[src/rtl/spm_pkg.sv]
// spm_pkg: shared types and constants for the SPM controller
package spm_pkg;

    typedef enum logic [2:0] {
        S_IDLE,
        S_ARMED,
        S_LAT_LO,
        S_LAT_HI,
        S_BUF_LO,
        S_BUF_HI,
        S_OP
    } spm_state_t;

    localparam int SPMEN_B  = 0;
    localparam int PGERS_B  = 1;
    localparam int PGWRT_B  = 2;
    localparam int RWWSRE_B = 4;
    localparam int RWWSB_B  = 6;
    localparam int SPMIE_B  = 7;

    localparam logic [4:0] CMD_FILL   = 5'h01;
    localparam logic [4:0] CMD_ERASE  = 5'h03;
    localparam logic [4:0] CMD_WRITE  = 5'h05;
    localparam logic [4:0] CMD_RWWSRE = 5'h11;

    localparam logic [1:0] BKSEL_IDLE    = 2'b00;
    localparam logic [1:0] BKSEL_BOTH    = 2'b01;
    localparam logic [1:0] BKSEL_RWW_WR  = 2'b10;
    localparam logic [1:0] BKSEL_NRWW_WR = 2'b11;

    localparam logic [2:0] NRWW_TAG = 3'b111;

    typedef struct packed {
        logic [7:0] dbi;
        logic       adr0;
        logic       db_wr;
        logic       en_adr_lat;
        logic       en_buf;
        logic       erase;
        logic       prog;
        logic [1:0] bksel;
        logic       stall;
        logic       halt;
        logic       irq;
    } spm_out_t;

    function automatic logic is_cmd(input logic [4:0] c);
        return c inside {CMD_FILL, CMD_ERASE, CMD_WRITE, CMD_RWWSRE};
    endfunction

endpackage

[src/rtl/spm_if.sv]
// spm_if: CPU-side SPM bus plus the program-memory control bus
interface spm_if;
    logic        spmcsr_we;
    logic [7:0]  spmcsr_wdata;
    logic [7:0]  spmcsr_rdata;
    logic        spm_exec;
    logic [15:0] z_ptr;
    logic [15:0] r1r0;
    logic        spm_stall;
    logic        cpu_halt;
    logic        spm_irq;
    logic [7:0]  pm_dbi;
    logic        pm_adr0;
    logic        pm_db_wr;
    logic        pm_en_adr_lat;
    logic        pm_en_buf;
    logic        pm_erase;
    logic        pm_prog;
    logic [1:0]  pm_bksel;

    modport master (
        output spmcsr_we, spmcsr_wdata, spm_exec, z_ptr, r1r0,
        input  spmcsr_rdata, spm_stall, cpu_halt, spm_irq,
        input  pm_dbi, pm_adr0, pm_db_wr, pm_en_adr_lat, pm_en_buf, pm_erase, pm_prog, pm_bksel
    );

    modport slave (
        input  spmcsr_we, spmcsr_wdata, spm_exec, z_ptr, r1r0,
        output spmcsr_rdata, spm_stall, cpu_halt, spm_irq,
        output pm_dbi, pm_adr0, pm_db_wr, pm_en_adr_lat, pm_en_buf, pm_erase, pm_prog, pm_bksel
    );
endinterface

[src/rtl/spm_op_timer.sv]
// spm_op_timer: loadable down-counter with a done pulse on its final decrement
module spm_op_timer #(
    parameter int MAX = 51040,
    localparam int W = $clog2(MAX + 1)
) (
    input  logic         clk,
    input  logic         rst,
    input  logic         load_i,
    input  logic [W-1:0] load_val_i,
    input  logic         en_i,
    output logic         done_o
);
    logic [W-1:0] cnt_q;

    // count down from the loaded value, parking at zero
    always_ff @(posedge clk) begin
        if (rst) cnt_q <= '0;
        else if (load_i) cnt_q <= load_val_i;
        else if (en_i && cnt_q != '0) cnt_q <= cnt_q - 1'b1;
    end

    assign done_o = en_i & ~load_i & (cnt_q == W'(1));
endmodule

[src/rtl/spm_controller.sv]
// spm_controller: owns SPMCSR and sequences SPM commands onto the flash control bus
module spm_controller
    import spm_pkg::*;
#(
    parameter int OP_CYCLES  = 51040,
    parameter int ARM_WINDOW = 4
) (
    input logic clk,
    input logic rst,
    spm_if.slave bus
);
    localparam int W = $clog2(OP_CYCLES + 1);

    spm_state_t  state_q, state_d;
    logic [4:0]  cmd_q, cmd_d;
    logic        spmie_q, spmie_d, rwwsb_q, rwwsb_d;
    logic [14:0] z_q, z_d;
    logic [15:0] d_q, d_d;
    spm_out_t    out_q, out_d;
    logic        arm_ok, accept, nrww, t_load, t_en, t_done;
    logic [W-1:0] t_val;

    assign arm_ok = bus.spmcsr_we & (state_q == S_IDLE | state_q == S_ARMED) & is_cmd(bus.spmcsr_wdata[4:0]);
    assign accept = (state_q == S_ARMED) & bus.spm_exec & ~bus.spmcsr_we;
    assign nrww   = z_q[14:12] == NRWW_TAG;
    // one timer serves both the arm window and the erase/write hold time
    assign t_load = arm_ok | (state_q == S_LAT_HI);
    assign t_val  = arm_ok ? W'(ARM_WINDOW) : W'(OP_CYCLES);
    assign t_en   = ((state_q == S_ARMED) & ~arm_ok & ~accept) | (state_q == S_OP);

    spm_op_timer #(.MAX(OP_CYCLES)) u_timer (
        .clk       (clk),
        .rst       (rst),
        .load_i    (t_load),
        .load_val_i(t_val),
        .en_i      (t_en),
        .done_o    (t_done)
    );

    // state and all registered outputs
    always_ff @(posedge clk) begin
        if (rst) begin
            state_q <= S_IDLE;
            cmd_q   <= '0;
            spmie_q <= 1'b0;
            rwwsb_q <= 1'b0;
            z_q     <= '0;
            d_q     <= '0;
            out_q   <= '0;
        end else begin
            state_q <= state_d;
            cmd_q   <= cmd_d;
            spmie_q <= spmie_d;
            rwwsb_q <= rwwsb_d;
            z_q     <= z_d;
            d_q     <= d_d;
            out_q   <= out_d;
        end
    end

    // next-state: arm, dispatch on exec, run the byte sequence or the timed op
    always_comb begin
        state_d = state_q;
        case (state_q)
            S_IDLE:   state_d = arm_ok ? S_ARMED : S_IDLE;
            S_ARMED:  state_d = arm_ok ? S_ARMED
                              : accept ? (cmd_q == CMD_RWWSRE ? S_IDLE : S_LAT_LO)
                              : t_done ? S_IDLE : S_ARMED;
            S_LAT_LO: state_d = cmd_q == CMD_FILL ? S_BUF_LO : S_LAT_HI;
            S_LAT_HI: state_d = S_OP;
            S_BUF_LO: state_d = S_BUF_HI;
            S_BUF_HI: state_d = S_IDLE;
            S_OP:     state_d = t_done ? S_IDLE : S_OP;
            default:  state_d = S_IDLE;
        endcase
    end

    // SPMCSR update and outputs decoded from the state being entered
    always_comb begin
        spmie_d = bus.spmcsr_we ? bus.spmcsr_wdata[SPMIE_B] : spmie_q;
        cmd_d   = arm_ok ? bus.spmcsr_wdata[4:0] : (state_d == S_IDLE ? 5'h00 : cmd_q);
        rwwsb_d = (state_q == S_LAT_HI && !nrww) ? 1'b1
                : (accept && cmd_q == CMD_RWWSRE) ? 1'b0 : rwwsb_q;
        z_d     = accept ? bus.z_ptr[14:0] : z_q;
        d_d     = accept ? bus.r1r0 : d_q;
        out_d            = '0;
        out_d.db_wr      = state_d inside {S_LAT_LO, S_LAT_HI, S_BUF_LO, S_BUF_HI};
        out_d.stall      = out_d.db_wr;
        out_d.en_adr_lat = state_d inside {S_LAT_LO, S_LAT_HI};
        out_d.en_buf     = state_d inside {S_BUF_LO, S_BUF_HI};
        out_d.adr0       = state_d inside {S_LAT_HI, S_BUF_HI};
        out_d.dbi        = state_d == S_LAT_LO ? z_d[7:0]
                         : state_d == S_LAT_HI ? {1'b0, z_d[14:8]}
                         : state_d == S_BUF_LO ? d_d[7:0]
                         : state_d == S_BUF_HI ? d_d[15:8] : 8'h00;
        out_d.erase      = (state_d == S_OP) & (cmd_d == CMD_ERASE);
        out_d.prog       = (state_d == S_OP) & (cmd_d == CMD_WRITE);
        out_d.halt       = (state_d == S_OP) & nrww;
        out_d.bksel      = state_d != S_OP ? BKSEL_IDLE : nrww ? BKSEL_NRWW_WR : BKSEL_RWW_WR;
        out_d.irq        = spmie_d & ~cmd_d[SPMEN_B];
    end

    assign bus.spmcsr_rdata  = {spmie_q, rwwsb_q, 1'b0, cmd_q[RWWSRE_B], 1'b0, cmd_q[PGWRT_B], cmd_q[PGERS_B], cmd_q[SPMEN_B]};
    assign bus.spm_stall     = out_q.stall;
    assign bus.cpu_halt      = out_q.halt;
    assign bus.spm_irq       = out_q.irq;
    assign bus.pm_dbi        = out_q.dbi;
    assign bus.pm_adr0       = out_q.adr0;
    assign bus.pm_db_wr      = out_q.db_wr;
    assign bus.pm_en_adr_lat = out_q.en_adr_lat;
    assign bus.pm_en_buf     = out_q.en_buf;
    assign bus.pm_erase      = out_q.erase;
    assign bus.pm_prog       = out_q.prog;
    assign bus.pm_bksel      = out_q.bksel;
endmodule

[src/flat_wrapper.sv]
// flat-port wrapper written by rule: the top's interface ports become plain ports
module spm_controller_flat import spm_pkg::*;
#(
    parameter int OP_CYCLES  = 51040,
    parameter int ARM_WINDOW = 4
)
  (clk, rst, bus_spmcsr_we, bus_spmcsr_wdata, bus_spm_exec, bus_z_ptr, bus_r1r0, bus_spmcsr_rdata, bus_spm_stall, bus_cpu_halt, bus_spm_irq, bus_pm_dbi, bus_pm_adr0, bus_pm_db_wr, bus_pm_en_adr_lat, bus_pm_en_buf, bus_pm_erase, bus_pm_prog, bus_pm_bksel);
  spm_if bus_i ();
  input logic clk;
  input logic rst;
  input wire logic [$bits(bus_i.spmcsr_we)-1:0] bus_spmcsr_we;
  input wire logic [$bits(bus_i.spmcsr_wdata)-1:0] bus_spmcsr_wdata;
  input wire logic [$bits(bus_i.spm_exec)-1:0] bus_spm_exec;
  input wire logic [$bits(bus_i.z_ptr)-1:0] bus_z_ptr;
  input wire logic [$bits(bus_i.r1r0)-1:0] bus_r1r0;
  output wire logic [$bits(bus_i.spmcsr_rdata)-1:0] bus_spmcsr_rdata;
  output wire logic [$bits(bus_i.spm_stall)-1:0] bus_spm_stall;
  output wire logic [$bits(bus_i.cpu_halt)-1:0] bus_cpu_halt;
  output wire logic [$bits(bus_i.spm_irq)-1:0] bus_spm_irq;
  output wire logic [$bits(bus_i.pm_dbi)-1:0] bus_pm_dbi;
  output wire logic [$bits(bus_i.pm_adr0)-1:0] bus_pm_adr0;
  output wire logic [$bits(bus_i.pm_db_wr)-1:0] bus_pm_db_wr;
  output wire logic [$bits(bus_i.pm_en_adr_lat)-1:0] bus_pm_en_adr_lat;
  output wire logic [$bits(bus_i.pm_en_buf)-1:0] bus_pm_en_buf;
  output wire logic [$bits(bus_i.pm_erase)-1:0] bus_pm_erase;
  output wire logic [$bits(bus_i.pm_prog)-1:0] bus_pm_prog;
  output wire logic [$bits(bus_i.pm_bksel)-1:0] bus_pm_bksel;
  assign bus_i.spmcsr_we = bus_spmcsr_we;
  assign bus_i.spmcsr_wdata = bus_spmcsr_wdata;
  assign bus_i.spm_exec = bus_spm_exec;
  assign bus_i.z_ptr = bus_z_ptr;
  assign bus_i.r1r0 = bus_r1r0;
  assign bus_spmcsr_rdata = bus_i.spmcsr_rdata;
  assign bus_spm_stall = bus_i.spm_stall;
  assign bus_cpu_halt = bus_i.cpu_halt;
  assign bus_spm_irq = bus_i.spm_irq;
  assign bus_pm_dbi = bus_i.pm_dbi;
  assign bus_pm_adr0 = bus_i.pm_adr0;
  assign bus_pm_db_wr = bus_i.pm_db_wr;
  assign bus_pm_en_adr_lat = bus_i.pm_en_adr_lat;
  assign bus_pm_en_buf = bus_i.pm_en_buf;
  assign bus_pm_erase = bus_i.pm_erase;
  assign bus_pm_prog = bus_i.pm_prog;
  assign bus_pm_bksel = bus_i.pm_bksel;
  spm_controller #(.OP_CYCLES(OP_CYCLES), .ARM_WINDOW(ARM_WINDOW)) u_core (.clk(clk), .rst(rst), .bus(bus_i));
endmodule
[config.mk]
export PLATFORM = sky130hd
export DESIGN_NAME = spm_controller_flat
export DESIGN_NICKNAME = d
export VERILOG_FILES = /design/src/rtl/spm_pkg.sv /design/src/rtl/spm_if.sv /design/src/rtl/spm_op_timer.sv /design/src/rtl/spm_controller.sv /design/src/flat_wrapper.sv
export SDC_FILE = /design/constraint.sdc
export NUM_CORES = 1
export LEC_CHECK = 0
export ABC_AREA = 1
export BUFFER_PORTS_ARGS = -buffer_cell sky130_fd_sc_hd__buf_2
export CAP_MARGIN = 20
export CORE_MARGIN = 1
export CORE_UTILIZATION = 45
export CTS_CLUSTER_DIAMETER = 150
export CTS_CLUSTER_SIZE = 14
export DETAILED_ROUTE_END_ITERATION = 16
export PLACE_DENSITY_LB_ADDON = 0.12
export SYNTH_ARGS = -nofsm -noshare
export SYNTH_HDL_FRONTEND = slang
export SYNTH_HIERARCHICAL = 1
export SYNTH_SLANG_ARGS = --single-unit
export TNS_END_PERCENT = 5
[constraint.sdc]
create_clock -name clk -period 5.66 [get_ports clk]
set_clock_uncertainty 0.05 [all_clocks]
set_input_delay 0.849 -clock clk [delete_from_list [all_inputs] [get_ports clk]]
set_output_delay 0.849 -clock clk [all_outputs]
set_load 0.03 [all_outputs]
==> impl_metrics.csv <==
group,metric,value,unit
synth,yosys.area.top_type,"dfxtp_1",
clocking,cts_setup_buffers,0,
route,ant_nets,0,
layout,multi_input_area,1960,um^2
power_and_ir_drop,peakVddDrop,0.109,mV
clocking,cts_buffers,9,
synth,async_flop_share,0,%
placed_design,post-place-ws,1.99,ns
placed_design,placedCellCount,677,
synth,synth_top_area_share,39.7,%
layout,diodes,0,
route,viasPerCell,4.85,
global_route,grt_max_degree,50,
worst_hold_path,hold_depth,2,
worst_setup_path,worstPathMaxFanout,17,
power_and_ir_drop,p_per_area,275,nW/um^2
route,dr.pass1.iters,4,
sta,final_hold_viol_count,0,
clocking,clock_path_buffers,2,
flow_run,drv_cap,0,
clocking,root_buffer,"clkbuf_8",
sta,finalMaxSlewViolations,0,
route,remaining_drc_errors,0,
synth,synthFlopType,"dfxtp_1",
layout,instances_no_fill,693,
sta,max_clock_freq,303,MHz
placed_design,port_buffers,65,
power_and_ir_drop,leakage,2.12,nW
layout,nFillCells,832,
global_route,grt.total_usage,20.9,%
sta,fin_ws,2.36,ns
layout,syn_to_final_growth,13.8,%
floorplanning,rows,33,
clocking,cts_resized,0,
floorplanning,die_w,93.7,um
worst_setup_path,slowest_delay,0.46,ns
sta,finalCriticalPeriod,3.30,ns
layout,final_nets,629,
clocking,worstSkewPairLatency,0.35,ns
synth,yosys_warnings,6,
power_and_ir_drop,total_power,1.18,mW
synth,synth_seq_area_share,39.7,%
floorplanning,start_util,46.3,%
synth,syn_inst,522,
sta,rsz0062_at_grt,"false",
synth,post_synth.cell_area_avg,7.25,um^2
worst_setup_path,cp.required,5.89,ns
synth,syn_area,3780,um^2
worst_setup_path,crit_type,"in -> reg",
sta,fin_setup_tns,0,ns
global_route,antenna_found_initial,0,
route,wirelength,8660,um
synth,synthTopCellsByArea,"dfxtp_1 40%, nand2_1 9.9%, nor2_1 9.3%, inv_1 4.2%, nand3_1 4.1%",
global_route,grt_pass1_vias,2993,
clocking,clk_pin_slew,0.08,ns
sta,setup_viol,0,
sta,period_share,58.3,%
clocking,cts_tree,"built",
worst_setup_path,crit_path_end_kind,"register",
synth,synth.most_common_cell,"nand2_1",
placed_design,gp_congestion,0.821,
synth,synthDistinctLibCells,43,
layout,drive_above_1_share,23.5,%
route,routedWlPerCell,12.5,um
synth,yosys-top-cells-count,"100 x nand2_1, 94 x nor2_1, 75 x dfxtp_1, 42 x inv_1, 31 x nand3_1",
placed_design,dp_hpwl,6090,um
sta,worst_pin_slew,0.740,ns
global_route,grt.overflow.total,0,
sta,relSlewSlack,50.6,%
clocking,cts_hold_buffers,0,
floorplanning,dieArea,8780,um^2
clocking,htree_levels,3,
floorplanning,core_area,8180,um^2
route,via_count,3359,
synth,synth_edf_count,0,
floorplanning,ios,71,
global_route,grt_pass1_wl,14200,um
worst_setup_path,cp.arrival,3.53,ns
floorplanning,die_h,93.7,um
worst_setup_path,r2r_cells,18,
clocking,cts_sinks,75,
layout,ff_latch_area,1500,um^2
worst_setup_path,slowest_stage,"nand2_1",
synth,synth-seq-cells,75,
worst_setup_path,worstPathCellList,"buf_2 -> o21ai_0 -> nand2_4 -> nand2_1 -> nor2_1 -> nand4_1 -> nor4_1 -> nor2_1 -> nor2_4 -> nand2_2 -> nor2_4 -> nand3_4 -> nand2_1 -> nand2_1 -> inv_1 -> nand3_1 -> nor2_1",
run_status,status,"completed",
worst_setup_path,crit_path_start_kind,"input port",
sta,holdWs,0.439,ns
worst_hold_path,hold_class,"reg -> reg",
route,dr.first_iter.drc_count,181,
==> worst max-delay path: cells and delay by family <==
family / cells / cell delay (ns)
and+or+nand+nor: 14 / 2.35
buffers and inverters: 2 / 0.17
AOI/OAI and AO/OA: 1 / 0.13
==> layer usage <==
metal / vias up / GRT usage, % / share of wire [%]
li1: 1771 / - / -
met1: 1524 / 28.2 / 49
met2: 54 / 33.4 / 46
met3: 10 / 3.96 / 3.6
met4: 0 / 7.31 / 1.0
met5: - / 0 / 0
==> kinds of logic after synthesis <==
logic type	Yosys count	synth area share, %
DFF	75	39.7
and+or+nand+nor	279	35.8
other	1	0.0991
AOI/OAI and AO/OA	79	11.6
muxes	8	2.12
buffers and inverters	75	9.26
xor gates and xnor gates	3	0.695
adders and majority gates	2	0.661
==> sequential cells by signal (all words and copies together), names as in the netlist, 2 cells and up <==
register and count:
u_core/cmd_q 5, u_core/state_q 3, u_core/bus.pm_dbi 8, u_core/d_q 16, u_core/z_q 15, u_core/u_timer/cnt_q 16, u_core/bus.pm_bksel 2
==> path summary, 6_finish.rpt <==
check,from,end,slack (ns)
setup reg to reg,u_core/state_q[2],u_core/bus.pm_prog,2.48
hold reg to reg,u_core/rwwsb_q,u_core/rwwsb_q,0.44
setup / recovery,bus_spmcsr_wdata[1],u_core/bus.pm_prog,2.36
hold / removal,u_core/rwwsb_q,u_core/rwwsb_q,0.44
==> where the power goes <==
part           leakage (nW)  internal, mW  switching, mW
logic                  1.42        0.0885          0.151
clock network        0.0886         0.166          0.222
registers             0.606         0.542         0.0140
total                  2.12         0.797          0.386
==> cells in the final DEF (no fill, tap or decap), types with 2 or more instances in the layout <==
cell type   count
nand2_1       100
nor2_1         94
dfxtp_1        75
buf_2          65
inv_1          42
nand3_1        31
o21ai_0        23
o21ai_1        19
a21oi_1        17
or2_2          10
conb_1         10
clkbuf_8        9
o22ai_1         9
mux2i_1         8
nor2_2          7
nand2_4         7
inv_2           6
nand2_2         5
nor2_4          5
nor3_1          5
nand3b_1        4
o21ai_2         4
inv_6           3
nand3_2         3
clkinvlp_4      2
nor2_8          2
nand3_4         2
a21oi_2         2
buf_4           2
xor2_1          2
ha_1            2
==> per-stage QoR <==
step / util [%] / cell area, um^2
floorplan: - / 3820
global placement: 50.4 / 4120
detailed placement: 50.4 / 4120
CTS: 52.7 / 4310
global route: 52.7 / 4310
finish: 52.7 / 4310
==> area by class of cell <==
cell class	instances	area share, %
Multi-Input combinational cell	381	45.6
Sequential cell	75	34.9
Timing Repair Buffer	67	7.90
Inverter	49	4.33
Tap cell	105	3.05
Clock buffer	9	2.88
Clock inverter	7	1.34
No activity file was read; power rests on OpenSTA's default activity.
